[src/rtl/pc_pkg.sv]
// ---------------------------------------------------------------------------
// pc_pkg
// Shared definitions for the program counter with return-address stack.
//   PC_OP_W : width of the next-PC operation code
//   pc_op_e : next-PC operation encodings driven by the decode/control unit
// ---------------------------------------------------------------------------
package pc_pkg;

   localparam int PC_OP_W = 3;

   typedef enum logic [PC_OP_W-1:0] {
      PC_HOLD = 3'd0,  // keep current PC
      PC_INC  = 3'd1,  // PC + 1
      PC_JMP  = 3'd2,  // absolute target from d
      PC_REL  = 3'd3,  // PC + signed offset d
      PC_CALL = 3'd4,  // push PC + 1, jump to d
      PC_RET  = 3'd5   // pop return address into PC
   } pc_op_e;

   // Encodings 6 and 7 are reserved. Decoders fall through to their default
   // branch for them, which behaves exactly like PC_HOLD.

endpackage : pc_pkg

[src/rtl/pc_ras_stack.sv]
// ---------------------------------------------------------------------------
// pc_ras_stack
// LIFO of return addresses, indexed by its own occupancy count.
// A push when full or a pop when empty is ignored, so callers may issue
// requests blindly and read the status flags separately.
//   clk   : clock, state updates on rising edge
//   rst   : synchronous active-high reset (clears depth only)
//   push  : write din at stack[depth], depth + 1
//   pop   : depth - 1
//   din   : value to push
//   top   : stack[depth-1], zero when empty
//   depth : number of valid entries
//   full  : depth == RAS_DEPTH
//   empty : depth == 0
// ---------------------------------------------------------------------------
module pc_ras_stack #(
   parameter  int WIDTH     = 16,
   parameter  int RAS_DEPTH = 8,
   localparam int DEPTH_W   = $clog2(RAS_DEPTH + 1)
) (
   input  logic               clk,
   input  logic               rst,
   input  logic               push,
   input  logic               pop,
   input  logic [WIDTH-1:0]   din,
   output logic [WIDTH-1:0]   top,
   output logic [DEPTH_W-1:0] depth,
   output logic               full,
   output logic               empty
);

   logic [WIDTH-1:0]   stack_q [RAS_DEPTH];
   logic [DEPTH_W-1:0] depth_q, depth_d;
   logic               do_push, do_pop;

   assign full    = (depth_q == DEPTH_W'(RAS_DEPTH));
   assign empty   = (depth_q == '0);
   assign do_push = push && !full;
   assign do_pop  = pop && !empty && !push;
   assign depth   = depth_q;

   // NOTE: every variable written in a combinational block gets a default
   // first; a path that leaves it unassigned would infer a latch.
   always_comb begin
      depth_d = depth_q;
      if (do_push) begin
         depth_d = depth_q + DEPTH_W'(1);
      end else if (do_pop) begin
         depth_d = depth_q - DEPTH_W'(1);
      end
   end

   // NOTE: state registers use non-blocking assignments so every flop
   // samples pre-edge values regardless of process ordering.
   always_ff @(posedge clk) begin
      if (rst) begin
         depth_q <= '0;
      end else begin
         depth_q <= depth_d;
      end
   end

   // NOTE: the entry array has no reset; entries at or above depth are
   // don't-care, so clearing them would only add reset fan-out.
   // Index compare loops keep the select width-exact for any RAS_DEPTH.
   always_ff @(posedge clk) begin
      if (!rst && do_push) begin
         for (int i = 0; i < RAS_DEPTH; i++) begin
            if (DEPTH_W'(i) == depth_q) begin
               stack_q[i] <= din;
            end
         end
      end
   end

   always_comb begin
      top = '0;
      for (int i = 0; i < RAS_DEPTH; i++) begin
         if (DEPTH_W'(i + 1) == depth_q) begin
            top = stack_q[i];
         end
      end
   end

endmodule : pc_ras_stack

[src/rtl/pc_ras.sv]
// ---------------------------------------------------------------------------
// pc_ras
// Fetch-stage program counter with relative branches and a hardware
// return-address stack for call/return.
//   clk       : clock, all state updates on rising edge
//   rst       : synchronous active-high reset (highest priority)
//   stall     : freeze PC, stack and flags this cycle
//   op        : next-PC operation (pc_pkg::pc_op_e)
//   d         : jump target (JMP/CALL) or signed offset (REL)
//   o         : current PC, registered
//   depth     : valid return-address entries
//   ras_full  : depth == RAS_DEPTH
//   ras_empty : depth == 0
//   err_ovf   : sticky, CALL attempted while full
//   err_unf   : sticky, RET attempted while empty
// ---------------------------------------------------------------------------
module pc_ras
   import pc_pkg::*;
#(
   parameter  int               WIDTH     = 16,
   parameter  int               RAS_DEPTH = 8,
   parameter  logic [WIDTH-1:0] RESET_VEC = '0,
   localparam int               DEPTH_W   = $clog2(RAS_DEPTH + 1)
) (
   input  logic               clk,
   input  logic               rst,
   input  logic               stall,
   input  logic [PC_OP_W-1:0] op,
   input  logic [WIDTH-1:0]   d,
   output logic [WIDTH-1:0]   o,
   output logic [DEPTH_W-1:0] depth,
   output logic               ras_full,
   output logic               ras_empty,
   output logic               err_ovf,
   output logic               err_unf
);

   logic [WIDTH-1:0] o_q, o_d;
   logic             ovf_q, ovf_d;
   logic             unf_q, unf_d;
   logic             push, pop;
   logic [WIDTH-1:0] ras_top;
   logic [WIDTH-1:0] o_inc;

   // Shared by INC, the CALL return address and the RET fall-through;
   // wraps modulo 2^WIDTH.
   assign o_inc = o_q + WIDTH'(1);

   pc_ras_stack #(
      .WIDTH     (WIDTH),
      .RAS_DEPTH (RAS_DEPTH)
   ) u_stack (
      .clk   (clk),
      .rst   (rst),
      .push  (push),
      .pop   (pop),
      .din   (o_inc),
      .top   (ras_top),
      .depth (depth),
      .full  (ras_full),
      .empty (ras_empty)
   );

   always_comb begin
      o_d   = o_q;
      ovf_d = ovf_q;
      unf_d = unf_q;
      push  = 1'b0;
      pop   = 1'b0;
      if (!stall) begin
         case (pc_op_e'(op))
            PC_INC:  o_d = o_inc;
            PC_JMP:  o_d = d;
            // Unsigned add of a two's-complement offset is the signed add.
            PC_REL:  o_d = o_q + d;
            PC_CALL: begin
               push = 1'b1;   // stack drops it when full
               o_d  = d;
               if (ras_full) begin
                  ovf_d = 1'b1;
               end
            end
            PC_RET: begin
               if (ras_empty) begin
                  o_d   = o_inc;  // fall through on underflow
                  unf_d = 1'b1;
               end else begin
                  pop = 1'b1;
                  o_d = ras_top;
               end
            end
            default: ;  // PC_HOLD and reserved encodings
         endcase
      end
   end

   always_ff @(posedge clk) begin
      if (rst) begin
         o_q   <= RESET_VEC;
         ovf_q <= 1'b0;
         unf_q <= 1'b0;
      end else begin
         o_q   <= o_d;
         ovf_q <= ovf_d;
         unf_q <= unf_d;
      end
   end

   assign o       = o_q;
   assign err_ovf = ovf_q;
   assign err_unf = unf_q;

endmodule : pc_ras

[config.mk]
export PLATFORM = sky130hd
export DESIGN_NAME = pc_ras
export DESIGN_NICKNAME = d
export VERILOG_FILES = /design/src/rtl/pc_pkg.sv /design/src/rtl/pc_ras_stack.sv /design/src/rtl/pc_ras.sv
export SDC_FILE = /design/constraint.sdc
export NUM_CORES = 1
export LEC_CHECK = 0
export ABC_AREA = 1
export ABC_CLOCK_PERIOD_IN_PS = 4600
export BUFFER_PORTS_ARGS = -buffer_cell sky130_fd_sc_hd__buf_2
export CAP_MARGIN = 20
export CORE_MARGIN = 3
export CORE_UTILIZATION = 40
export DETAILED_ROUTE_END_ITERATION = 8
export PLACE_DENSITY_LB_ADDON = 0.05
export SETUP_SLACK_MARGIN = 0.02
export SYNTH_ARGS = -nofsm -noshare
export SYNTH_HDL_FRONTEND = slang
export SYNTH_SLANG_ARGS = --single-unit
[constraint.sdc]
create_clock -name clk -period 4.6 [get_ports clk]
set_input_delay 1.15 -clock clk [delete_from_list [all_inputs] [get_ports clk]]
set_output_delay 1.15 -clock clk [all_outputs]
set_load 0.02 [all_outputs]
==> run summary, run 1 <==
CTS tree - done
postcts setup bufs - 0
minimum clock period - 3280 ps
starting density of the core - 41.0%
Finished Layout Cells - 1276
CTS Sinks - 150
core box area - 19600 µm²
post-synthesis compound-gate area fraction - 8.36%
Syn Nets - 993
first-pass GRT wire length - 34.0 mm
gp weighted congestion - 0.855
Leakage - 3.95 nW
Worst Path Required - 3450 ps
Net Sw Frac - 24.4%
post-synthesis xor/xnor area fraction - 1.20%
routed len/inst - 16.5 µm
Hold Fails Final Rpt - 0
Max FO, Critical Path - 13
initial antenna violation count - 0
post-synthesis sequential area ratio - 53.4%
Distinct cells, synth - 40
Clock Power Share - 42.5%
Setup Crit Path Kind - register to primary output
die height - 148 µm
simple-gate share of the synthesized area - 27.1%
PortBufs - 45
remaining antenna violation count - 0
Clock Pin Slew Worst Setup and Hold Paths - 60 ps
diode count - 0
Bufs on Longest Clock Path - 2
Ys Warns - 0
VDD IR max - 0.251 mV
Max Slew Vio Count - 0
post-synthesis mux area share - 0%
NetSw - 799 µW
max_slew headroom - 37.3%
Final #Nets - 1041
crit path DAT - 2130 ps
final WL - 21.1 mm
FILL cells - 1950
fmax - 305 MHz
clock root buffer - clkbuf_16
combinational power share - 11.3%
Syn Area/Cell - 8.45 µm²
Cell Rows - 51
gr usage total - 20.0%
Post-Synth Adder-Cell Area - 3.37%
worst hold slack - 472 ps
htree depth - 4
Pint - 2.48 mW
vias in the first global route - 6207
placed cell count - 1244
post-CTS sizing - 0
area leader, netlist - edfxtp_1
number of synthesized flops with an enable pin - 128
hold buffers post-CTS - 0
I/O pin total - 46
synthesis-stage register bit count - 150
share of layout cells above drive strength 1 - 13.2%
top cells by area, synth - edfxtp_1, nand2_1, dfxtp_1
Initial DRT Pass Iterations - 5
Fin Clk Skew - 11.9 ps
Synth Instances - 950
Final Worst Setup Slack - 1320 ps
Top FF cell, synth - edfxtp_1
clk_lat worst skew - 410 ps
drt via density - 4.97
sequential share of power - 46.2%
final setup TNS - 0 ps
residual DRC count - 0
Place WS - 1270 ps
Final period util - 71.3%
Worst Tran Pin Value - 938 ps
starting DRC count in detailed routing - 384
final setup violation count - 0
RSZ-0062 raised after global routing - false
vias post-DR - 6344
# Max-Cap Violations - 0
die width - 148 µm
largest family of logic cells by synthesized area - simple AND/OR/NAND/NOR gates
pin count of the biggest net entering global routing - 33
asr flop ratio synth - 0%
cts bufs inserted - 17
hold crit path type - register to register
synth-to-layout area growth - 14.3%
hpwl dp - 15.5 mm
Die ar. - 21800 µm²
status - finished clean
Cell Area, Synth - 8030 µm²
Worst setup SP type - register
gr ovfl total - 0
Power Density - 357 nW/µm²
CP Capture Type - primary output
post-synth top area share - 47.9%
-- state kept, by name, summed over array words and instances (netlist names) --
register,flops
o,16
u_stack.stack_q,128
err_ovf,1
err_unf,1
u_stack.depth,4
-- final cells by class --
| class | count | area [µm²] | share of cell area (%) |
|---|---|---|---|
| Clock buffer | 27 | 547 | 5.96 |
| Clock inverter | 5 | 55.1 | 0.600 |
| Inverter | 103 | 389 | 4.24 |
| Multi-Input combinational cell | 666 | 3230 | 35.2 |
| Sequential cell | 150 | 4280 | 46.7 |
| Tap cell | 265 | 332 | 3.62 |
| Timing Repair Buffer | 60 | 338 | 3.68 |
-- routing by layer --
metal | GRT usage (%) | vias to the layer above | part of all wire (%)
met4 | 5.36 | 0 | 1.2
li1 | - | 3237 | -
met1 | 27.4 | 2969 | 48
met3 | 2.97 | 18 | 3.5
met5 | 0 | - | 0
met2 | 33.2 | 120 | 47
-- path summary, 6_finish.rpt --
path	startpoint	end	slack (ps)	cells past startpoint
worst max-delay path	u_stack.depth[0]	ras_empty	1320	5
worst min-delay path	err_unf	err_unf	470	2
worst max register to register	u_stack.depth[0]	o[6]	1780	18
worst min register to register	err_unf	err_unf	470	2
-- metrics by stage --
stage	utilization [%]	total power [mW]	area [µm²]
2_1_floorplan	-	1.79	8030
3_3_place_gp	43.7	1.91	8570
3_5_place_dp	43.7	1.91	8570
4_1_cts	46.8	3.31	9170
5_1_grt	46.8	3.42	9170
6_report	46.8	3.28	9170
-- cells in the mapped netlist, types with 4 or more instances --
library cell / instances
a21oi_1: 82
ha_1: 20
clkbuf_1: 15
o21bai_1: 4
nand2_1: 304
buf_2: 15
o21ai_0: 24
or2_2: 26
nand4_1: 16
or2_1: 4
nor2_1: 77
nand3_1: 62
dfxtp_1: 22
nor3_1: 8
inv_1: 96
xor2_1: 9
inv_2: 5
edfxtp_1: 128
-- cell families (layout without fill, tap and decap cells) --
kind of cell             count (synthesis)  in the layout
AND/OR/NAND/NOR                        509            509
adder cells (fa/ha/maj)                 21             21
XOR/XNOR                                11             11
flip-flops                             150            150
buffers and inverters                  134            195
AO/OA/AOI/OAI                          125            125
-- power groups by stage --
stage                     Sequential [mW]  Combinational (mW)  Clock [mW]
after CTS                            1.51               0.373        1.42
after floorplan                      1.55               0.237           0
after detailed placement             1.54               0.372           0
after global routing                 1.52               0.420        1.48
after global placement               1.54               0.371           0
final                                1.51               0.371        1.39
-- placed cells by master (no fill, tap or decap), drive strengths merged --
| master | n |
|---|---|
| nand2 | 305 |
| edfxtp | 128 |
| inv | 103 |
| a21oi | 83 |
| nor2 | 81 |
| nand3 | 62 |
| buf | 60 |
| or2 | 31 |
| clkbuf | 27 |
| o21ai | 25 |
| dfxtp | 22 |
| ha | 20 |
| nand4 | 16 |
| nor3 | 11 |
| xor2 | 9 |
| o21bai | 4 |
| clkinv | 4 |
| a211oi | 3 |
| a21o | 3 |
| xnor2 | 2 |
| a21boi | 2 |
| a31oi | 2 |
| a31o | 1 |
| nor4 | 1 |
| and3 | 1 |
| a221oi | 1 |
| nor3b | 1 |
| o22ai | 1 |
| fa | 1 |
| bufinv | 1 |
-- critical path: stages (launching register included) --
cell and delay (ps):
dfxtp_1 340, inv_1 140, ha_1 200, inv_1 140, nor2_2 600, buf_2 290
Power figures use the tool's default switching activity.
==> inputs of run 2 (changes only) <==
--- a/config.mk
+++ b/config.mk
@@ -6,7 +6,7 @@
 export NUM_CORES = 1
 export LEC_CHECK = 0
 export ABC_AREA = 1
-export ABC_CLOCK_PERIOD_IN_PS = 4600
+export ABC_CLOCK_PERIOD_IN_PS = 3350
 export BUFFER_PORTS_ARGS = -buffer_cell sky130_fd_sc_hd__buf_2
 export CAP_MARGIN = 20
 export CORE_MARGIN = 3
==> constraint.sdc (replaced) <==
create_clock -name clk -period 3.35 [get_ports clk]
set_input_delay 0.8375 -clock clk [delete_from_list [all_inputs] [get_ports clk]]
set_output_delay 0.8375 -clock clk [all_outputs]
set_load 0.02 [all_outputs]
==> run 2 against run 1 <==
Effect of this change:
- clock power is 37% higher
- cell count increased by 0.86%
- die area did not move
- combinational power increased by 47%
- critical endpoint is now ras_full
- global-route usage grew 1.5 points
- largest cell class unchanged
- worst hold slack gained 11 ps
- largest power group unchanged
- worst setup slack worse by 800 ps
- clock-buffer cell count down 10
- critical path depth up 1
- first-iteration DRC count is 12% higher
==> run summary, run 2 (synthesized netlist as in run 1, its figures left out) <==
gp weighted congestion - 0.856 (+0.11%)
CTS tree - done
hpwl dp - 16.7 mm (+8.0%)
drt via density - 5.01 (+0.79%)
final setup violation count - 0 (unchanged)
minimum clock period - 2830 ps
hold buffers post-CTS - 0 (unchanged)
Worst setup SP type - register
starting density of the core - 41.0% (unchanged)
CP Capture Type - primary output
routed len/inst - 17.8 µm (+7.7%)
postcts setup bufs - 0 (unchanged)
clock root buffer - clkbuf_16
share of layout cells above drive strength 1 - 14.4% (+1.2 points)
fmax - 353 MHz
Bufs on Longest Clock Path - 2 (unchanged)
cts bufs inserted - 17 (unchanged)
die height - 148 µm (unchanged)
Final Worst Setup Slack - 520 ps (-798 ps)
remaining antenna violation count - 0 (unchanged)
Finished Layout Cells - 1287 (+0.86%)
Initial DRT Pass Iterations - 5 (unchanged)
vias post-DR - 6449 (+1.7%)
Final period util - 84.5%
Clock Pin Slew Worst Setup and Hold Paths - 60 ps (about the same)
Leakage - 4.00 nW (+1.0%)
clk_lat worst skew - 420 ps (about the same)
initial antenna violation count - 0 (unchanged)
I/O pin total - 46 (unchanged)
Largest register FFs - 128 (unchanged)
R2R depth - 18 (unchanged)
core box area - 19600 µm² (unchanged)
Hold Fails Final Rpt - 0 (unchanged)
residual DRC count - 0 (unchanged)
Die ar. - 21800 µm² (unchanged)
crit path DAT - 1990 ps (-140 ps)
post-CTS sizing - 0 (unchanged)
placed cell count - 1256 (+0.96%)
Power Density - 489 nW/µm² (+37%)
starting DRC count in detailed routing - 430 (+12%)
Cell Rows - 51 (unchanged)
Fin Clk Skew - 8.45 ps (-3.43 ps)
Worst Path Required - 2510 ps (-940 ps)
Final #Nets - 1053 (+1.2%)
first-pass GRT wire length - 35.1 mm (+3.4%)
Setup Crit Path Kind - register to primary output
die width - 148 µm (unchanged)
VDD IR max - 0.328 mV (+31%)
RSZ-0062 raised after global routing - false
synth-to-layout area growth - 15.2%
PortBufs - 45 (unchanged)
Cells on Worst Hold Path - 2 (unchanged)
Most flops, register - u_stack.stack_q
# Max-Cap Violations - 0 (unchanged)
final WL - 22.9 mm (+8.6%)
CTS Sinks - 150 (unchanged)
commonest non-fill, non-tap cell in the layout - nand2_1
status - finished clean
Max FO, Critical Path - 17 (+4)
most frequent cells in the layout - nand2_1, edfxtp_1, inv_1, a21oi_1, nor2_1
gr usage total - 21.5% (+1.5 points)
Worst Tran Pin Value - 895 ps (-42.8 ps)
Place WS - 468 ps (-806 ps)
Max Slew Vio Count - 0 (unchanged)
hold crit path type - register to register
diode count - 0 (unchanged)
vias in the first global route - 6085 (-2.0%)
gr ovfl total - 0 (unchanged)
pin count of the biggest net entering global routing - 33 (unchanged)
htree depth - 4 (unchanged)
max_slew headroom - 40.3% (+3.0 points)
run 2: cell count changes in the layout (fill, tap and decap cells not counted):
cell,before,now
clkinv_2,2,3
inv_6,0,1
clkbuf_8,2,0
inv_4,2,1
buf_4,15,27
bufinv_16,1,3
clkbuf_1,5,0
clkbuf_16,20,17
clkinvlp_4,0,4
clkinv_1,1,3
run 2: final cells by class:
cell class                 count  area, µm²
fill                        1977      10300
clock buffer                  17        425
tap                          265        332
inverter                     103        389
multi-input combinational    666       3230
timing repair buffer          72        428
clock inverter                14        160
sequential                   150       4280
run 2: worst paths after layout:
check / startpoint / end / slack (ps)
min: err_unf / err_unf / 480
max reg2reg: u_stack.depth[0] / o[3] / 670
max: u_stack.depth[0] / ras_full / 520
min reg2reg: err_unf / err_unf / 480
run 2: metal layers:
layer  global-route usage, %  vias to the layer above  part of all wire, %
met5                       0                        -                    0
li1                        -                     3263                    -
met4                    8.81                        0                  3.3
met3                    3.03                       45                  3.3
met2                    36.5                      142                   49
met1                    27.7                     2999                   45
run 2: power by group:
| group | total (mW) | leakage (nW) | internal (mW) | switching [mW] |
|---|---|---|---|---|
| logic | 0.545 | 2.37 | 0.162 | 0.383 |
| registers | 2.08 | 1.34 | 2.05 | 0.0261 |
| clock network | 1.90 | 0.276 | 1.16 | 0.741 |
run 2: critical path: stages (launching register included):
cell and delay [ps]:
dfxtp_1 340, inv_1 140, ha_1 200, inv_1 130, nor3_2 250, buf_4 300
buf_2 200
run 2: stage by stage:
step	instance area [µm²]	TNS, ps	hold slack [ps]	utilization, %	power [mW]
final	9240	0	483	47.2	4.52
after global routing	9240	0	549	47.2	4.71
after CTS	9240	0	476	47.2	4.57
after detailed placement	8660	0	454	44.2	2.67
after global placement	8660	0	483	44.2	2.66
after floorplan	8030	-859	570	-	2.45
